==> src/rtl/pc_ctrl.sv <==
// pc_ctrl: fetch-stage program-counter controller.
//
// Holds the fetch PC and picks the next PC from one of these sources, in
// priority order:
//   trap > stall hold / redirect capture > live redirect > pending redirect
//   > return-address-stack pop > sequential step.
// A redirect that arrives while fetch is stalled is kept in a pending
// register and applied on the first unstalled cycle. Loaded targets are
// forced to instruction alignment, and the forcing is reported on
// misalign_err.
//
// Optional build macro: PC_RAS_EN adds a RAS_DEPTH-entry circular
// return-address stack. Without it, ras_push/ras_pop are ignored and
// ras_valid is tied to 0. The port list is the same in both builds.
//
// Ports:
//   clk, reset        clock; synchronous active-high reset
//   StallF            fetch stall from the hazard unit (PC holds)
//   redirect_valid/_target   branch/jump redirect resolved in EX
//   trap_valid/trap_vector   exception/interrupt entry
//   ras_push/ras_push_addr   push a return address
//   ras_pop                  redirect to the top of the stack
//   pc_out, pc_plus_out      fetch address and fetch address + INSTR_BYTES
//   fetch_valid              pc_out is a fetch the pipeline must consume
//   redirect_pending         a captured redirect is waiting to be applied
//   misalign_err             last loaded target had nonzero low bits
//   ras_valid                return-address stack is non-empty
module pc_ctrl #(
  parameter int             N           = 32,
  parameter logic [N-1:0]   RESET_ADDR  = '0,
  parameter int             INSTR_BYTES = 4,
  parameter int             RAS_DEPTH   = 4
) (
  input  logic         clk,
  input  logic         reset,
  input  logic         StallF,
  input  logic         redirect_valid,
  input  logic [N-1:0] redirect_target,
  input  logic         trap_valid,
  input  logic [N-1:0] trap_vector,
  input  logic         ras_push,
  input  logic [N-1:0] ras_push_addr,
  input  logic         ras_pop,
  output logic [N-1:0] pc_out,
  output logic [N-1:0] pc_plus_out,
  output logic         fetch_valid,
  output logic         redirect_pending,
  output logic         misalign_err,
  output logic         ras_valid
);

  localparam logic [N-1:0] STEP     = N'(INSTR_BYTES);
  localparam logic [N-1:0] LOW_MASK = N'(INSTR_BYTES - 1);

  // S_BOOT holds the PC for the first cycle after reset so that RESET_ADDR
  // is presented once with fetch_valid=1 before sequential stepping starts.
  typedef enum logic {S_BOOT, S_RUN} state_t;

  state_t       state_reg, state_next;
  logic [N-1:0] pc_reg, pc_next;
  logic         fetch_valid_reg, fetch_valid_next;
  logic         pend_valid_reg, pend_valid_next;
  logic [N-1:0] pend_target_reg, pend_target_next;
  logic         misalign_reg, misalign_next;
  logic         load;
  logic [N-1:0] load_target;
  logic         ras_do_pop;
  logic [N-1:0] ras_top;
  logic         ras_nonempty;

  always_comb begin
    state_next       = S_RUN;
    pc_next          = pc_reg;
    fetch_valid_next = 1'b1;
    pend_valid_next  = pend_valid_reg;
    pend_target_next = pend_target_reg;
    misalign_next    = 1'b0;
    load             = 1'b0;
    load_target      = '0;
    ras_do_pop       = 1'b0;

    if (trap_valid) begin
      load            = 1'b1;
      load_target     = trap_vector;
      pend_valid_next = 1'b0;
    end else if (StallF) begin
      // PC holds; a redirect seen now is remembered (latest one wins).
      if (redirect_valid) begin
        pend_valid_next  = 1'b1;
        pend_target_next = redirect_target;
      end
    end else if (redirect_valid) begin
      load            = 1'b1;
      load_target     = redirect_target;
      pend_valid_next = 1'b0;
    end else if (pend_valid_reg) begin
      load            = 1'b1;
      load_target     = pend_target_reg;
      pend_valid_next = 1'b0;
    end else if (ras_pop && ras_nonempty) begin
      load        = 1'b1;
      load_target = ras_top;
      ras_do_pop  = 1'b1;
    end else if (state_reg == S_RUN) begin
      pc_next = pc_reg + STEP;
    end

    if (load) begin
      pc_next          = load_target & ~LOW_MASK;
      misalign_next    = |(load_target & LOW_MASK);
      fetch_valid_next = 1'b0;
    end
  end

  always_ff @(posedge clk) begin
    if (reset) begin
      state_reg       <= S_BOOT;
      pc_reg          <= RESET_ADDR;
      fetch_valid_reg <= 1'b0;
      pend_valid_reg  <= 1'b0;
      pend_target_reg <= '0;
      misalign_reg    <= 1'b0;
    end else begin
      state_reg       <= state_next;
      pc_reg          <= pc_next;
      fetch_valid_reg <= fetch_valid_next;
      pend_valid_reg  <= pend_valid_next;
      pend_target_reg <= pend_target_next;
      misalign_reg    <= misalign_next;
    end
  end

`ifdef PC_RAS_EN
  localparam int             PW   = (RAS_DEPTH > 1) ? $clog2(RAS_DEPTH) : 1;
  localparam int             CW   = $clog2(RAS_DEPTH + 1);
  localparam logic [PW-1:0]  LAST = PW'(RAS_DEPTH - 1);
  localparam logic [CW-1:0]  FULL = CW'(RAS_DEPTH);

  logic [N-1:0]  ras_mem [RAS_DEPTH];
  logic [PW-1:0] top_reg, top_next, top_inc, top_dec, wr_idx;
  logic [CW-1:0] count_reg, count_next;

  // top_reg points at the newest entry; pushing past full wraps onto the
  // oldest slot, which is exactly the overwrite-oldest behaviour wanted.
  assign top_inc      = (top_reg == LAST) ? '0 : top_reg + PW'(1);
  assign top_dec      = (top_reg == '0) ? LAST : top_reg - PW'(1);
  assign ras_top      = ras_mem[top_reg];
  assign ras_nonempty = (count_reg != '0);

  always_comb begin
    top_next   = top_reg;
    count_next = count_reg;
    wr_idx     = top_inc;
    if (ras_push && ras_do_pop) begin
      // Pop consumes the old top this cycle; the push takes its slot.
      wr_idx = top_reg;
    end else if (ras_push) begin
      top_next = top_inc;
      if (count_reg != FULL) count_next = count_reg + CW'(1);
    end else if (ras_do_pop) begin
      top_next   = top_dec;
      count_next = count_reg - CW'(1);
    end
  end

  always_ff @(posedge clk) begin
    if (reset) begin
      top_reg   <= '0;
      count_reg <= '0;
    end else begin
      top_reg   <= top_next;
      count_reg <= count_next;
    end
  end

  always_ff @(posedge clk) begin
    if (ras_push && !reset) ras_mem[wr_idx] <= ras_push_addr;
  end
`else
  assign ras_top      = '0;
  assign ras_nonempty = 1'b0;

  logic unused_ras;
  assign unused_ras = ^{ras_push, ras_push_addr, ras_do_pop};
`endif

  assign pc_out           = pc_reg;
  assign pc_plus_out      = pc_reg + STEP;
  assign fetch_valid      = fetch_valid_reg;
  assign redirect_pending = pend_valid_reg;
  assign misalign_err     = misalign_reg;
  assign ras_valid        = ras_nonempty;

endmodule

==> config.mk <==
export PLATFORM = sky130hd
export DESIGN_NAME = pc_ctrl
export DESIGN_NICKNAME = d
export VERILOG_FILES = /design/src/rtl/pc_ctrl.sv
export SDC_FILE = /design/constraint.sdc
export NUM_CORES = 1
export LEC_CHECK = 0
export ABC_AREA = 1
export CAP_MARGIN = 10
export CORE_UTILIZATION = 47
export CTS_BUF_LIST = sky130_fd_sc_hd__clkbuf_16
export DETAILED_ROUTE_END_ITERATION = 8
export PLACE_DENSITY = 0.93
export SETUP_SLACK_MARGIN = 0.15
export SKIP_LAST_GASP = 1
export SLEW_MARGIN = 20
export SYNTH_ARGS = -nofsm -noshare
export SYNTH_HDL_FRONTEND = slang
export SYNTH_SLANG_ARGS = --single-unit
==> constraint.sdc <==
create_clock -name clk -period 3.3 [get_ports clk]
set_input_delay 0.66 -clock clk [delete_from_list [all_inputs] [get_ports clk]]
set_output_delay 0.66 -clock clk [all_outputs]
set_load 0.01 [all_outputs]
==> impl_results.rst <==
.. list-table::
   :header-rows: 1

   * - Metric
     - Value
   * - Routed via count divided by cell count
     - 5.61
   * - Largest stage delay on the critical path
     - 540 ps
   * - Final routed DRC violation total
     - 0
   * - Overall Power
     - between 2000 and 2500 µW
   * - Register clock-pin slew on the reported worst setup and hold paths
     - 50 ps
   * - Maximum resistive drop on vdd
     - 0.290 mV
   * - Buffer depth of the longest clock path
     - 2
   * - Post-Syn Area per Cell
     - between 6 and 7 µm²
   * - Aggregate global-route resource usage
     - 29.6%
   * - Most used DFF post-synth
     - sky130_fd_sc_hd__dfxtp_1
   * - Fraction of layout instances using a drive strength above 1
     - around 7.4%
   * - Most frequent CP cell
     - sky130_fd_sc_hd__nand2_1
   * - Number of global-route vias before repair
     - 4,329
   * - Upper clock frequency limit
     - 337 MHz
   * - Synth Instances
     - 613
   * - Post-DR wirelength/cell
     - 15.7 µm
   * - Global-route wire length before repair
     - 20.7 mm
   * - GRT Residual Overflow
     - 0
   * - Pin slew with the least headroom to its limit
     - 908 ps
   * - Synth cell types
     - 31
   * - Antenna violations before repair
     - 0
   * - Clock Sink Count
     - 66
   * - Std-Cell Core Area
     - 8340 µm²
   * - Die height
     - 95.3 µm
   * - Library cell contributing the largest single delay on the critical path
     - sky130_fd_sc_hd__clkdlybuf4s50_1
   * - I/O Pins
     - 171
   * - Commonest cells after routing, fill and taps aside
     - 171 x sky130_fd_sc_hd__nand2_1, 131 x sky130_fd_sc_hd__clkdlybuf4s50_1, 78 x sky130_fd_sc_hd__o21ai_0, 66 x sky130_fd_sc_hd__dfxtp_1, 61 x sky130_fd_sc_hd__a21oi_1
   * - Count of final hold-check violations
     - 0
   * - P_int
     - 1710 µW
   * - Vias post-DR
     - 4,697
   * - Synth Cell Area
     - 4100 µm²
   * - Worst-path cell chain
     - nand2_1 -> nor2_1 -> nand2_1 -> o21ai_0 -> and2_1 -> clkdlybuf4s50_1
   * - Sort of element at the end of the critical path
     - primary output
   * - Post-cts sizing count
     - 0
   * - Routability congestion estimate from global placement
     - 0.902
   * - Die outline width
     - 95.3 µm
   * - Crit path buf inv count
     - 1
   * - Cell row count
     - 33
   * - Maximum level of the CTS H-tree
     - 3
   * - Post-route clock period utilization
     - about 90%
   * - Worst max-slew margin expressed relative to the limit
     - about 39%
   * - DRC violation total after the first TritonRoute iteration
     - 371
   * - Crit path max fanout
     - 5
   * - Net Sw Power
     - 686 µW
   * - Half-perimeter wire length after placement
     - 9.64 mm
   * - Final hold slack
     - 448 ps
   * - Clk Tree Root Cell
     - sky130_fd_sc_hd__clkbuf_16
   * - Clock Skew
     - approximately 7.3 ps
   * - Largest net degree at the start of global routing
     - 50
   * - Class of the most critical hold timing path
     - reg2reg
   * - Flop and latch count out of synthesis
     - 66
   * - Power per cell area
     - approximately 420 nW/µm²
   * - Result of the run
     - finished, final reports clean
   * - Starting density of the core
     - 49.1%
   * - TritonCTS buffer count
     - 9
   * - Ys async rst share
     - 0%
   * - Number of flops mapped to enable cells by yosys
     - 0
   * - Nets
     - between 800 and 900
   * - Die Footprint
     - 9090 µm²
   * - Flip-flop count of the largest register after layout
     - 32
   * - Setup Crit Path Kind
     - reg2out
   * - Share of power burned in registers
     - 38.4%
   * - Final critical delay including setup and external delays
     - 2970 ps
   * - Maxcap violations
     - 0
   * - Final ANT Viol Nets
     - 0
   * - Number of setup violations in the final report
     - 0
   * - Final setup TNS
     - 0 ps
   * - ANT cells
     - 0
   * - Sequential cell area fraction in the yosys report
     - 32.3%
   * - Nature of the critical path startpoint
     - flip-flop
   * - Clk_lat worst skew
     - 330 ps
   * - Count of warnings emitted by yosys
     - 0
   * - Drt first pass iters
     - 6
   * - CTS tree
     - built
   * - Arrival @ worst endpoint
     - 2310 ps
   * - Final Max Slew Viols
     - 0
   * - Area grow syn2layout
     - 39.0%
   * - Switching Share
     - between 20% and 30%
   * - Buffers added on ports
     - 131
   * - Relative contribution of combinational cells to total power
     - between 20% and 30%
   * - RSZ-0062 raised after global routing
     - false
   * - Kind of cell with the highest combined delay on the critical path
     - simple AND/OR/NAND/NOR gates
   * - Count of buffers added by post-CTS timing repair for setup
     - 0
   * - Required time at the worst-slack endpoint
     - 2640 ps
   * - Share of power burned in the clock network
     - 37.8%
   * - Fillcell total
     - between 600 and 700
   * - Final routed wirelength across all metal layers
     - 13.2 mm
   * - Static Leakage
     - 0.00226 µW
   * - Most common library cell in the layout ignoring fill and taps
     - sky130_fd_sc_hd__nand2_1
   * - Hold Buf Count CTS
     - 0
## cell type report
cell class	count	area (µm²)	area share, %
clock buffer	9	225	3.96
inverter	47	176	3.10
sequential	66	1320	23.2
multi-input combinational	465	2410	42.3
clock inverter	6	50.0	0.879
timing repair buffer	140	1380	24.2
tap	105	131	2.31
## metrics by stage
stage / worst slack (ps) / cells / utilization [%] / instance area [µm²]
after floorplan: 1340 / 617 / - / 4110
after global placement: 777 / 823 / 65.0 / 5420
after detailed placement: 705 / 823 / 65.0 / 5420
after CTS: 358 / 838 / 68.3 / 5690
after global routing: 243 / 838 / 68.3 / 5690
final: 330 / 838 / 68.3 / 5690
## worst paths after layout
kind	slack (ps)	to	depth (start not counted)	startpoint
setup / recovery	330	pc_plus_out[19]	6	pc_out[18]$_SDFFE_PP0P_
hold / removal	450	pend_target_reg[28]$_SDFFE_PP0P_	2	pend_target_reg[28]$_SDFFE_PP0P_
setup reg to reg	1510	misalign_err$_SDFF_PP0_	6	redirect_pending$_SDFFE_PP0P_
hold reg to reg	450	pend_target_reg[28]$_SDFFE_PP0P_	2	pend_target_reg[28]$_SDFFE_PP0P_
## worst reg2reg max path, cell delays in order (launching register included)
cell and delay, ps:
sky130_fd_sc_hd__dfxtp_1 420, sky130_fd_sc_hd__nor2_4 70, sky130_fd_sc_hd__nand2_2 100, sky130_fd_sc_hd__nand2_1 290, sky130_fd_sc_hd__inv_1 400, sky130_fd_sc_hd__o311ai_0 200, sky130_fd_sc_hd__a31oi_1 230
## routing by layer
metal  wire (µm)  GRT usage [%]  up-vias
li1            -              -     2230
met1        5290           36.9     2131
met3        1120           5.02       44
met5           0              0        -
met4         433           14.4        0
met2        6350           49.2      292
## synthesized netlist by cell type (2+ instances only)
library cell               instances  area share (%)
sky130_fd_sc_hd__inv_1            43             3.9
sky130_fd_sc_hd__nand3b_1          5            0.92
sky130_fd_sc_hd__nand2_1         171              16
sky130_fd_sc_hd__buf_4             7             1.3
sky130_fd_sc_hd__dfxtp_1          66              32
sky130_fd_sc_hd__nand3_1          20             2.4
sky130_fd_sc_hd__a22oi_1          28             5.1
sky130_fd_sc_hd__clkbuf_1         14             1.3
sky130_fd_sc_hd__a31oi_1           6            0.92
sky130_fd_sc_hd__nor2_2            2            0.31
sky130_fd_sc_hd__buf_2            17             2.1
sky130_fd_sc_hd__xnor2_1           5             1.1
sky130_fd_sc_hd__o21ai_0          78             9.5
sky130_fd_sc_hd__inv_2             4            0.37
sky130_fd_sc_hd__a21oi_1          61             7.5
sky130_fd_sc_hd__nor2_4           10             2.7
sky130_fd_sc_hd__nand2_4           4             1.1
sky130_fd_sc_hd__nor2_8            3             1.5
sky130_fd_sc_hd__nand2_2           4            0.61
sky130_fd_sc_hd__and2_1            2            0.31
sky130_fd_sc_hd__xor2_2            6             2.4
sky130_fd_sc_hd__nor2_1           45             4.1
sky130_fd_sc_hd__xor2_1            4            0.86
## power groups by stage
stage	clock network (µW)	logic (µW)	registers, µW
after floorplan	0	256	934
final	905	569	919
after detailed placement	0	557	932
after global placement	0	540	930
after CTS	897	562	917
after global routing	928	614	926
## cells by family (layout without fill, tap and decap cells)
kind of cell / Yosys count / count (layout) / synth area share [%]
adders and majority gates: 1 / 1 / 0.305
xor gates and xnor gates: 15 / 15 / 4.31
AOI/OAI and AO/OA: 176 / 176 / 23.8
DFF: 66 / 66 / 32.3
buffers and inverters: 86 / 202 / 9.23
other: 1 / 5 / 0.0916
and+or+nand+nor: 268 / 268 / 30.0
No activity file was read; power rests on OpenSTA's default activity.
